<file path="src/rtl/pipeline_stage_chain.sv">
// pipeline_stage_chain: parametrised chain of pipeline stage registers.
// Each stage carries valid, payload, destination register number and
// write-enable. Supports per-stage stall with bubble insertion, flush of
// younger stages, load-use hazard detection at entry and a valid-entry count.
// Stage 0 is the youngest; stage STAGES-1 is the oldest and drives out*.
module pipeline_stage_chain #(
   parameter int DATA_WIDTH    = 32,
   parameter int STAGES        = 4,
   parameter int REG_NUM_WIDTH = 5
) (
   input  logic                             clk,
   input  logic                             rst,
   input  logic                             inValid,
   input  logic [DATA_WIDTH-1:0]            inData,
   input  logic [REG_NUM_WIDTH-1:0]         inWrNum,
   input  logic                             inWrEnable,
   input  logic                             inIsLoad,
   input  logic [REG_NUM_WIDTH-1:0]         inRdNumA,
   input  logic [REG_NUM_WIDTH-1:0]         inRdNumB,
   input  logic                             inRdUseA,
   input  logic                             inRdUseB,
   output logic                             inReady,
   input  logic [STAGES-1:0]                stageStall,
   input  logic                             flushValid,
   input  logic [$clog2(STAGES+1)-1:0]      flushStage,
   output logic [STAGES-1:0]                stageValid,
   output logic [STAGES*DATA_WIDTH-1:0]     stageData,
   output logic                             outValid,
   output logic [DATA_WIDTH-1:0]            outData,
   output logic [REG_NUM_WIDTH-1:0]         outWrNum,
   output logic                             outWrEnable,
   output logic                             loadUseHazard,
   output logic [$clog2(STAGES+1)-1:0]      occupancy
);

   localparam int CW = $clog2(STAGES+1);

   // Stage state. Only the youngest stage's load flag can ever matter (it is
   // what the entry-side hazard check looks at), so only that one is stored.
   logic [STAGES-1:0]         r_valid;
   logic [STAGES-1:0]         r_wr_en;
   logic                      r_is_load0;
   logic [DATA_WIDTH-1:0]     r_data   [STAGES];
   logic [REG_NUM_WIDTH-1:0]  r_wr_num [STAGES];
   logic [CW-1:0]             r_occ;

   // Per-stage control and the value each stage would load from its source.
   logic [STAGES-1:0]         w_hold;
   logic [STAGES-1:0]         w_kill;
   logic [STAGES-1:0]         w_src_valid;
   logic [STAGES-1:0]         w_src_wr_en;
   logic [STAGES-1:0]         w_valid_next;
   logic [DATA_WIDTH-1:0]     w_src_data   [STAGES];
   logic [REG_NUM_WIDTH-1:0]  w_src_wr_num [STAGES];
   logic [CW-1:0]             w_occ_next;
   logic                      w_hazard;
   logic                      w_ready;
   logic                      w_accept;

   // Entry-side RAW-on-load: the load in stage 0 has no result yet.
   assign w_hazard = inValid && r_valid[0] && r_is_load0 && r_wr_en[0] &&
                     (r_wr_num[0] != '0) &&
                     ((inRdUseA && (inRdNumA == r_wr_num[0])) ||
                      (inRdUseB && (inRdNumB == r_wr_num[0])));

   assign w_ready  = !rst && !w_hold[0] && !flushValid && !w_hazard;
   assign w_accept = inValid && w_ready;

   genvar gi;
   generate
      for (gi = 0; gi < STAGES; gi++) begin : g_stage
         // A stall anywhere older freezes this stage too.
         assign w_hold[gi] = |stageStall[STAGES-1:gi];
         assign w_kill[gi] = flushValid && (flushStage > CW'(gi));

         if (gi == 0) begin : g_entry
            assign w_src_valid[gi]  = w_accept;
            assign w_src_wr_en[gi]  = w_accept && inWrEnable;
            assign w_src_data[gi]   = inData;
            assign w_src_wr_num[gi] = inWrNum;
         end else begin : g_chain
            // A held or killed predecessor hands over a bubble.
            assign w_src_valid[gi]  = r_valid[gi-1] && !w_hold[gi-1] && !w_kill[gi-1];
            assign w_src_wr_en[gi]  = w_src_valid[gi] && r_wr_en[gi-1];
            assign w_src_data[gi]   = r_data[gi-1];
            assign w_src_wr_num[gi] = r_wr_num[gi-1];
         end

         // Flush beats stall, stall beats advance.
         assign w_valid_next[gi] = w_kill[gi] ? 1'b0 :
                                   w_hold[gi] ? r_valid[gi] : w_src_valid[gi];

         assign stageData[gi*DATA_WIDTH +: DATA_WIDTH] = r_data[gi];
      end
   endgenerate

   // Population count of the next valid vector keeps occupancy exact.
   always_comb begin
      w_occ_next = '0;
      for (int k = 0; k < STAGES; k++) begin
         w_occ_next = w_occ_next + CW'(w_valid_next[k]);
      end
   end

   // Stage registers and occupancy counter.
   always_ff @(posedge clk) begin
      if (rst) begin
         r_valid    <= '0;
         r_wr_en    <= '0;
         r_is_load0 <= 1'b0;
         r_occ      <= '0;
         for (int k = 0; k < STAGES; k++) begin
            r_data[k]   <= '0;
            r_wr_num[k] <= '0;
         end
      end else begin
         r_valid <= w_valid_next;
         r_occ   <= w_occ_next;
         for (int k = 0; k < STAGES; k++) begin
            if (w_kill[k]) begin
               r_wr_en[k] <= 1'b0;
            end else if (!w_hold[k]) begin
               r_wr_en[k]  <= w_src_wr_en[k];
               r_data[k]   <= w_src_data[k];
               r_wr_num[k] <= w_src_wr_num[k];
            end
         end
         if (w_kill[0]) begin
            r_is_load0 <= 1'b0;
         end else if (!w_hold[0]) begin
            r_is_load0 <= w_accept && inIsLoad;
         end
      end
   end

   assign inReady       = w_ready;
   assign loadUseHazard = w_hazard;
   assign stageValid    = r_valid;
   assign occupancy     = r_occ;
   assign outValid      = r_valid[STAGES-1];
   assign outData       = r_data[STAGES-1];
   assign outWrNum      = r_wr_num[STAGES-1];
   assign outWrEnable   = r_wr_en[STAGES-1];

endmodule

</file>
<file path="config.mk">
export PLATFORM = sky130hd
export DESIGN_NAME = pipeline_stage_chain
export DESIGN_NICKNAME = d
export VERILOG_FILES = /design/src/rtl/pipeline_stage_chain.sv
export SDC_FILE = /design/constraint.sdc
export NUM_CORES = 1
export LEC_CHECK = 0
export ABC_CLOCK_PERIOD_IN_PS = 9400
export CORE_MARGIN = 2
export CORE_UTILIZATION = 48
export DETAILED_ROUTE_END_ITERATION = 6
export PLACE_DENSITY = 0.89
export SLEW_MARGIN = 15
export SYNTH_ARGS = -nofsm -noshare
export SYNTH_HDL_FRONTEND = slang
export SYNTH_SLANG_ARGS = --single-unit
</file>
<file path="constraint.sdc">
create_clock -name clk -period 9.4 [get_ports clk]
set_clock_uncertainty 0.2 [all_clocks]
set_input_delay 2.35 -clock clk [delete_from_list [all_inputs] [get_ports clk]]
set_output_delay 2.35 -clock clk [all_outputs]
set_load 0.05 [all_outputs]
</file>
==> results.toml <==
[status]
status = "finished, final reports clean"

[synth]
synth_edf_count = 148
synth_fp_nets = 498
yosysWarnings = 0
yosysUniqueCellTypes = 37
synth.avg_cell_area_sq_um = 15.1
netlist_area_sq_um = 6540
ys.flop_type = "edfxtp_1"
ys_ff_latch = 160
synth-seq-area-share_pct = 71.7
syn-instance-count = 433
synthArstFlopShare_pct = 0

[placement]
portBuffers = 237
placed_cells = 796
place.gp.congestion = 0.839
dp_hpwl_um = 10900
placed_area_sq_um = 8780

[clocking]
numCtsBuffers = 17
ctsResizeCount = 0
root_buffer = "clkbuf_16"
tritoncts = "done"
clk_pin_slew_ns = 0.06
cts.htree.levels = 4
clock_path_buffers = 2
clock_latency_ns = 0.41
hold_buffers = 0
cts.sinks = 160
post_cts_buffers = 0

[timing]
setup_viol = 0
drv_slew = 0
relSlewSlack_pct = 31.1
fin_tns_setup_ns = 0
finalCritPeriodShare_pct = 76.6
period_needed_ns = 7.20
worstMarginPinSlew_ns = 1.03
hold_viol = 0
rsz0062_at_grt = "false"
fmax_mhz = 139

[floorplan]
rows = 42
coreArea_sq_um = 13300
die-height_um = 121
dieArea_sq_um = 14600
ioPinCount = 238
start_util_pct = 49.2
die_w_um = 121

[grt]
use_met3_pct = 4.25
top_usage_layer = "met2"
grt_pass1_wl_um = 21600
overflow = 0
grtUsageMet1_pct = 24.6
grt_util_met2_pct = 33.5
first_global_vias = 3938
grtUsageTotal_pct = 19.9
grt_max_degree = 38
antenna_found_initial = 0

[hold_path]
hp-class = "reg -> reg"

[critical_path]
critPathRequiredTime_ns = 6.85
cp.arrival_ns = 4.65
crit_type = "in -> out"
end_kind = "output port"
crit_fanout = 7
worst_setup_path_start_kind = "primary input"

[detailed_routing]
wirelength_um = 14400
drc_errors = 0
viasPerCell = 4.70
drtIter0Drc = 252
wl_per_cell_um = 17.3
ant_nets = 0
dr.pass1.iters = 4
vias = 3895

[cells_and_area]
diodes = 0
fin_util_pct = 70.2
final_layout_size_suffix_gt1_share_pct = 8.59
design_area_sq_um = 9340
area_growth_pct = 42.9
layout_common_cells = "clkdlybuf4s50_1 (237), edfxtp_1 (148), and2_1 (135)"
final_common_cell = "clkdlybuf4s50_1"
fin_cells = 828
finish.net_count = 704

[pwr]
cellLeakagePower_nw = 3.45
total_power_mw = 1.77
ir_drop_mv = 0.111
power.density_nw_per_um2 = 190

[run]
maxCapViolCount = 0
==> final timing paths <==
kind	start	cells after the start	slack, ns	end
setup / recovery	stageStall[3]	5	2.20	inReady
hold / removal	r_wr_num[2][3]	1	0.32	r_wr_num[3][3]
setup reg to reg	r_wr_num[0][4]	10	6.21	occupancy[1]
hold reg to reg	r_wr_num[2][3]	1	0.32	r_wr_num[3][3]
==> cells by family (layout without fill, tap and decap cells) <==
family          Yosys count  count (layout)  share of synthesized area, %
simple gates            187             187                          18.3
buf+inv                  53             272                          5.46
xor+xnor                 10              10                          1.34
fa+ha+maj                 3               3                         0.689
flops                   160             160                          71.7
compound gates           20              20                          2.57
==> layout make-up <==
cell class                      count  area, sq um
Clock inverter                      5         30.0
Timing Repair Buffer              237         2370
Fill cell                         922         3960
Inverter                            3         11.3
Clock buffer                       27          523
Multi-Input combinational cell    220         1500
Sequential cell                   160         4680
Tap cell                          176          220
==> worst max-delay path, cell delays in order <==
cell	delay (ns)
clkdlybuf4s50_1	0.48
or3_1	0.63
nor2_4	0.21
and3_1	0.17
clkdlybuf4s50_1	0.81
==> per-layer routing <==
layer | vias up | wire (um)
met4 | 0 | 410
met5 | - | 0
met2 | 158 | 7340
met3 | 29 | 688
li1 | 1879 | -
met1 | 1829 | 5920
==> metrics by stage <==
step	hold slack, ns	setup slack (ns)
finish	0.317	2.20
global route	0.330	2.16
CTS	0.316	2.23
detailed placement	0.300	2.23
global placement	0.278	2.28
floorplan	0.242	3.42
==> registers in the layout, indices dropped and copies added (netlist names) <==
name	flops
r_data	128
stageValid	4
r_wr_en	4
r_is_load0	1
r_wr_num	20
occupancy	3
==> synthesized netlist by cell type (5+ instances only) <==
cell,instances,area (sq um)
xnor2_1,10,87.6
dfxtp_1,12,240
nor2b_1,6,37.5
and2_2,15,113
and2_1,135,845
nand2_1,6,22.5
edfxtp_1,148,4440
clkbuf_1,10,37.5
or2_2,5,31.3
nor2_1,5,18.8
buf_4,33,248
==> where the power goes <==
| part | switching [mW] | internal (mW) | leakage, nW |
|---|---|---|---|
| sequential | 0.0221 | 0.819 | 1.64 |
| clock | 0.250 | 0.379 | 0.269 |
| combinational | 0.204 | 0.101 | 1.54 |
(Power assumes the default switching activity.)
